### config.mk
export PLATFORM = sky130hd
export DESIGN_NAME = layer_param_loader
export DESIGN_NICKNAME = d
export VERILOG_FILES = /design/src/rtl/layer_pkg.sv /design/src/rtl/layer_param_loader.sv
export SDC_FILE = /design/constraint.sdc
export NUM_CORES = 1
export LEC_CHECK = 0
export CELL_PAD_IN_SITES_DETAIL_PLACEMENT = 1
export CELL_PAD_IN_SITES_GLOBAL_PLACEMENT = 1
export CORE_MARGIN = 2
export CORE_UTILIZATION = 33
export DETAILED_ROUTE_END_ITERATION = 8
export GPL_ROUTABILITY_DRIVEN = 0
export GPL_TIMING_DRIVEN = 0
export PLACE_DENSITY = 0.78
export REMOVE_ABC_BUFFERS = 1
export SYNTH_ARGS = -nofsm -noshare
export SYNTH_HDL_FRONTEND = slang
export SYNTH_SLANG_ARGS = --single-unit
export TNS_END_PERCENT = 20
### constraint.sdc
create_clock -name clk -period 1.56 [get_ports clk]
set_input_delay 0.39 -clock clk [delete_from_list [all_inputs] [get_ports clk]]
set_output_delay 0.39 -clock clk [all_outputs]
set_load 0.1 [all_outputs]
### src/rtl/layer_pkg.sv
// Shared types and helpers for the layer parameter loader.
package layer_pkg;

    typedef enum logic [1:0] {
        IDLE = 2'd0,
        LOAD = 2'd1,
        DONE = 2'd2
    } loader_state_t;

    localparam int unsigned CHECKSUM_W = 16;

    // LSB of row r's bias field; row 0 sits in the most-significant field.
    function automatic int unsigned bias_lsb(input int unsigned r,
                                             input int unsigned n_rows,
                                             input int unsigned dw);
        return (n_rows - 1 - r) * 2 * dw;
    endfunction

endpackage

### src/rtl/layer_param_loader.sv
// Write-side sequencer streaming per-row weight/bias beats into a layer's update port.
// Optional running checksum of accepted beats: define LAYER_LOADER_CHECKSUM_EN.
module layer_param_loader
    import layer_pkg::*;
#(
    parameter int unsigned rows        = 4,
    parameter int unsigned columns     = 3,
    parameter int unsigned max_rows    = 4,
    parameter int unsigned max_columns = 3,
    parameter int unsigned datawidth   = 4
) (
    input  logic                                 clk,
    input  logic                                 rst_overall,
    input  logic                                 load_start,
    input  logic                                 s_valid,
    output logic                                 s_ready,
    input  logic [max_columns*datawidth-1:0]     s_weights,
    input  logic [2*datawidth-1:0]               s_bias,
    output logic [$clog2(max_rows)-1:0]          row_sel,
    output logic [max_columns*datawidth-1:0]     weight_update,
    output logic [max_rows*2*datawidth-1:0]      bias_updates,
    output logic                                 train_en,
    output logic                                 busy,
`ifdef LAYER_LOADER_CHECKSUM_EN
    output logic                                 loaded,
    output logic [CHECKSUM_W-1:0]                checksum
`else
    output logic                                 loaded
`endif
);

    localparam int unsigned RSW = $clog2(max_rows);
    localparam int unsigned CW  = RSW + 1;
    localparam int unsigned BW  = 2 * datawidth;
    localparam int unsigned WW  = max_columns * datawidth;

    loader_state_t           state_q, state_d;
    logic [CW-1:0]           row_cnt_q, row_cnt_d;
    logic [RSW-1:0]          row_sel_q, row_sel_d;
    logic [WW-1:0]           weight_q, weight_d;
    logic [max_rows*BW-1:0]  bias_q, bias_d;
    logic                    train_en_q, train_en_d;
    logic                    loaded_q, loaded_d;
    logic                    accept;
`ifdef LAYER_LOADER_CHECKSUM_EN
    logic [CHECKSUM_W-1:0]   checksum_q, checksum_d;
`endif

    // Ready drops as soon as the last row is taken, so LOAD spends one
    // extra cycle presenting the final write before entering DONE.
    assign s_ready = (state_q == LOAD) && (row_cnt_q < CW'(rows));
    assign accept  = s_valid && s_ready;

    always_comb begin
        state_d    = state_q;
        row_cnt_d  = row_cnt_q;
        row_sel_d  = row_sel_q;
        weight_d   = weight_q;
        bias_d     = bias_q;
        train_en_d = 1'b0;
        loaded_d   = loaded_q;
`ifdef LAYER_LOADER_CHECKSUM_EN
        checksum_d = checksum_q;
`endif
        case (state_q)
            IDLE, DONE: begin
                if (load_start) begin
                    state_d   = LOAD;
                    row_cnt_d = '0;
                    loaded_d  = 1'b0;
                    bias_d    = '0;
`ifdef LAYER_LOADER_CHECKSUM_EN
                    checksum_d = '0;
`endif
                end
            end
            LOAD: begin
                if (accept) begin
                    row_sel_d  = row_cnt_q[RSW-1:0];
                    weight_d   = s_weights;
                    train_en_d = 1'b1;
                    row_cnt_d  = row_cnt_q + CW'(1);
                    for (int unsigned r = 0; r < max_rows; r++) begin
                        if (row_cnt_q == CW'(r)) begin
                            bias_d[bias_lsb(r, max_rows, datawidth) +: BW] = s_bias;
                        end
                    end
`ifdef LAYER_LOADER_CHECKSUM_EN
                    checksum_d = checksum_q + CHECKSUM_W'(s_weights)
                               + CHECKSUM_W'($signed(s_bias));
`endif
                end else if (row_cnt_q == CW'(rows)) begin
                    state_d  = DONE;
                    loaded_d = 1'b1;
                end
            end
            default: state_d = IDLE;
        endcase
    end

    always_ff @(posedge clk) begin
        if (rst_overall) begin
            state_q    <= IDLE;
            row_cnt_q  <= '0;
            row_sel_q  <= '0;
            weight_q   <= '0;
            bias_q     <= '0;
            train_en_q <= 1'b0;
            loaded_q   <= 1'b0;
`ifdef LAYER_LOADER_CHECKSUM_EN
            checksum_q <= '0;
`endif
        end else begin
            state_q    <= state_d;
            row_cnt_q  <= row_cnt_d;
            row_sel_q  <= row_sel_d;
            weight_q   <= weight_d;
            bias_q     <= bias_d;
            train_en_q <= train_en_d;
            loaded_q   <= loaded_d;
`ifdef LAYER_LOADER_CHECKSUM_EN
            checksum_q <= checksum_d;
`endif
        end
    end

    assign row_sel       = row_sel_q;
    assign weight_update = weight_q;
    assign bias_updates  = bias_q;
    assign train_en      = train_en_q;
    assign busy          = (state_q == LOAD);
    assign loaded        = loaded_q;
`ifdef LAYER_LOADER_CHECKSUM_EN
    assign checksum      = checksum_q;
`endif

endmodule

==> out/metrics.csv <==
stage,metric,value,unit
run_status,outcome,"complete, but fails checks",
run_status,violations,setup timing,
sta,post-route-period-util,1.02,
clock_network,cts_tree,done,
route,via_per_inst,5.03,
min_path,hold_path_class,register to register,
power_and_ir_drop,combPwrFrac,0.185,
route,drc_errors,0,
power_and_ir_drop,p_switching,0.812,mW
floorplanning,ios,74,
power_and_ir_drop,intPower,1.84,mW
setup_path,required,1.17,ns
yosys,synth_cell_types,23,
floorplanning,die_h,86.6,um
power_and_ir_drop,switching_share,0.307,
clock_network,cts_hold_buf,0,
setup_path,path_class,register to output port,
power_and_ir_drop,seqPwrFrac,0.527,
clock_network,clkSinkCount,53,
run,max_cap_violations,0,
yosys,synth_cells,257,
sta,grt_setup_unrepaired,true,
floorplanning,dieArea,0.00751,mm^2
route,ant_nets,0,
finish,final_nets,350,
global_route,grt_overflow_total,0,
finish,area_delta_synth_final,29.4,%
route,drtIter0Drc,76,
power_and_ir_drop,finalPower,2.65,mW
sta,tightest_slew,0.582,ns
floorplanning,chipWidth,86.6,um
placement,pre_cts_ws,-1.26,ns
yosys,ys_ff_latch,53,
global_route,grt_max_degree,42,
sta,fin_ws,-0.0308,ns
sta,fin_crit,1.59,ns
clock_network,cts-buffers-inserted,5,
finish,drive_gt1_frac,0.289,
placement,port_buffers,73,
power_and_ir_drop,leakagePower,1.17,nW
power_and_ir_drop,peakVddDrop,411,uV
route,totalWireLength,6.26,mm
finish,n_antenna_cell,0,
yosys,yosysSeqAreaShare,0.471,
yosys,ys.warnings.count,0,
finish,filler_cell_count,822,
route,wl_met3,287,um
power_and_ir_drop,clockPowerShare,0.288,
setup_path,start_kind,register,
sta,relSlewSlack,0.612,
yosys,netlist_area,0.00225,mm^2
global_route,grt_use_total,0.165,
floorplanning,core_area,0.00668,mm^2
route,dr.max_layer_used,met4,
clock_network,cts_root_buf,clkbuf_8,
clock_network,clkLatencyLatePin,0.31,ns
min_path,worstHoldPathCells,2,
route,detail_route.wl_per_cell,15.6,um
sta,hold_viol,0,
yosys,syn_area_per_cell,8.77,um^2
route,vias,2024,
route,wl_met2,3.14,mm
clock_network,clkSlewWorstSetupHoldPaths,0.10,ns
sta,finalMaxSlewViolations,0,
sta,skew,0.00852,ns
setup_path,crit_path_max_fanout,5,
floorplanning,start_util,0.337,
route,met1Wirelength,2.76,mm
setup_path,cp.arrival,1.20,ns
clock_network,htree_levels,2,
global_route,grt_pass1_vias,2020,
route,firstDrtPassIters,4,
clock_network,clk_path_buf_depth,2,
finish,fin_area,0.00292,mm^2
power_and_ir_drop,p_per_area,908,mW/mm^2
floorplanning,rows,30,
placement,placed_area,0.00297,mm^2
setup_path,end_kind,output port,
global_route,antenna_found_initial,0,
setup_path,r2r_cells,4,
placement,dpl.hpwl,4.12,mm
global_route,grt_pass1_wl,9.78,mm
sta,max_freq,629,MHz
sta,setup_viol,1,
[critical path, stage by stage, from the launching register on]
cell and delay, ns:
dfxtp_4 0.38, nor2b_4 0.18, and2_4 0.17, buf_12 0.17
[cell type report]
type | instances | area, um^2 | area share
inverter | 36 | 135 | 0.0464
tap | 80 | 100 | 0.0343
clock buffer | 8 | 80.1 | 0.0275
multi-input combinational | 146 | 977 | 0.335
timing repair buffer | 79 | 557 | 0.191
sequential | 53 | 1070 | 0.366
[power groups by stage]
stage	registers, mW	clock network (mW)	logic [mW]
after detailed placement	1.43	0	0.478
after global routing	1.40	0.858	0.511
after CTS	1.40	0.783	0.478
final	1.39	0.763	0.490
after floorplan	1.59	0	0.140
after global placement	1.43	0	0.468
[through the flow]
step,utilization,hold slack [ns],std cells,TNS [ns]
final,0.436,0.460,402,-0.0308
after global routing,0.436,0.490,402,-0.0780
after CTS,0.430,0.462,399,-0.0272
after detailed placement,0.445,0.449,389,-62.99
after global placement,0.441,0.442,388,-87.94
after floorplan,-,0.448,235,-22.20
[per-layer routing]
layer | vias to the layer above | global-route usage
met2 | 44 | 0.288
met1 | 997 | 0.204
met4 | 0 | 0.0412
met5 | - | 0
li1 | 976 | -
met3 | 7 | 0.0400
[cells in the mapped netlist (all sizes together)]
cell type | count | area (um^2)
a211oi | 1 | 7.51
nand2 | 30 | 113
nand4bb | 1 | 11.3
ha | 5 | 62.6
a2bb2oi | 1 | 8.76
dfxtp | 53 | 1060
o21ai | 1 | 5.00
a21oi | 18 | 90.1
buf | 18 | 121
nor2 | 4 | 15.0
and2 | 5 | 41.3
nand3 | 36 | 180
nor2b | 9 | 56.3
clkbuf | 4 | 15.0
inv | 36 | 135
nand2b | 2 | 12.5
and4bb | 1 | 12.5
o31ai | 32 | 305
[placed cells by master (no fill, tap or decap), types with 2 or more instances in the layout]
cell type        instances
nor2b_1                  8
o31ai_2                 18
and2_4                   5
clkbuf_8                 5
nand2_1                 30
buf_4                    5
ha_1                     4
inv_1                   36
nand3_1                 36
o31ai_1                 14
nor2_1                   4
dfxtp_1                 51
clkdlybuf4s50_1         21
buf_2                   49
a21oi_1                 18
buf_12                   2
clkbuf_1                 3
[registers in the layout (all words and copies together), names as in the netlist]
signal         cells
weight_update     12
bias_updates      32
row_cnt_q          3
state_q            2
loaded             1
train_en           1
row_sel            2
[timing repair]
action,CTS,global route
setup buffers,2,3
endpoints found under the hold margin,0,0
setup endpoints to repair,100,34
resized for setup,266,12
pin swaps,2,0
[worst paths after layout]
check        slack, ns              from          endpoint
max reg2reg       0.12        state_q[1]  bias_updates[14]
min               0.46  weight_update[9]  weight_update[9]
min reg2reg       0.46  weight_update[9]  weight_update[9]
max              -0.03        state_q[0]           s_ready
[cell families (layout without fill, tap and decap cells)]
| family | count (synthesis) | after routing | share of synthesized area |
|---|---|---|---|
| adders and majority gates | 5 | 5 | 0.0278 |
| AOI/OAI and AO/OA | 53 | 53 | 0.185 |
| buffers and inverters | 58 | 123 | 0.120 |
| and+or+nand+nor | 88 | 88 | 0.196 |
| DFF | 53 | 53 | 0.471 |
No activity file was read; power rests on OpenSTA's default activity.
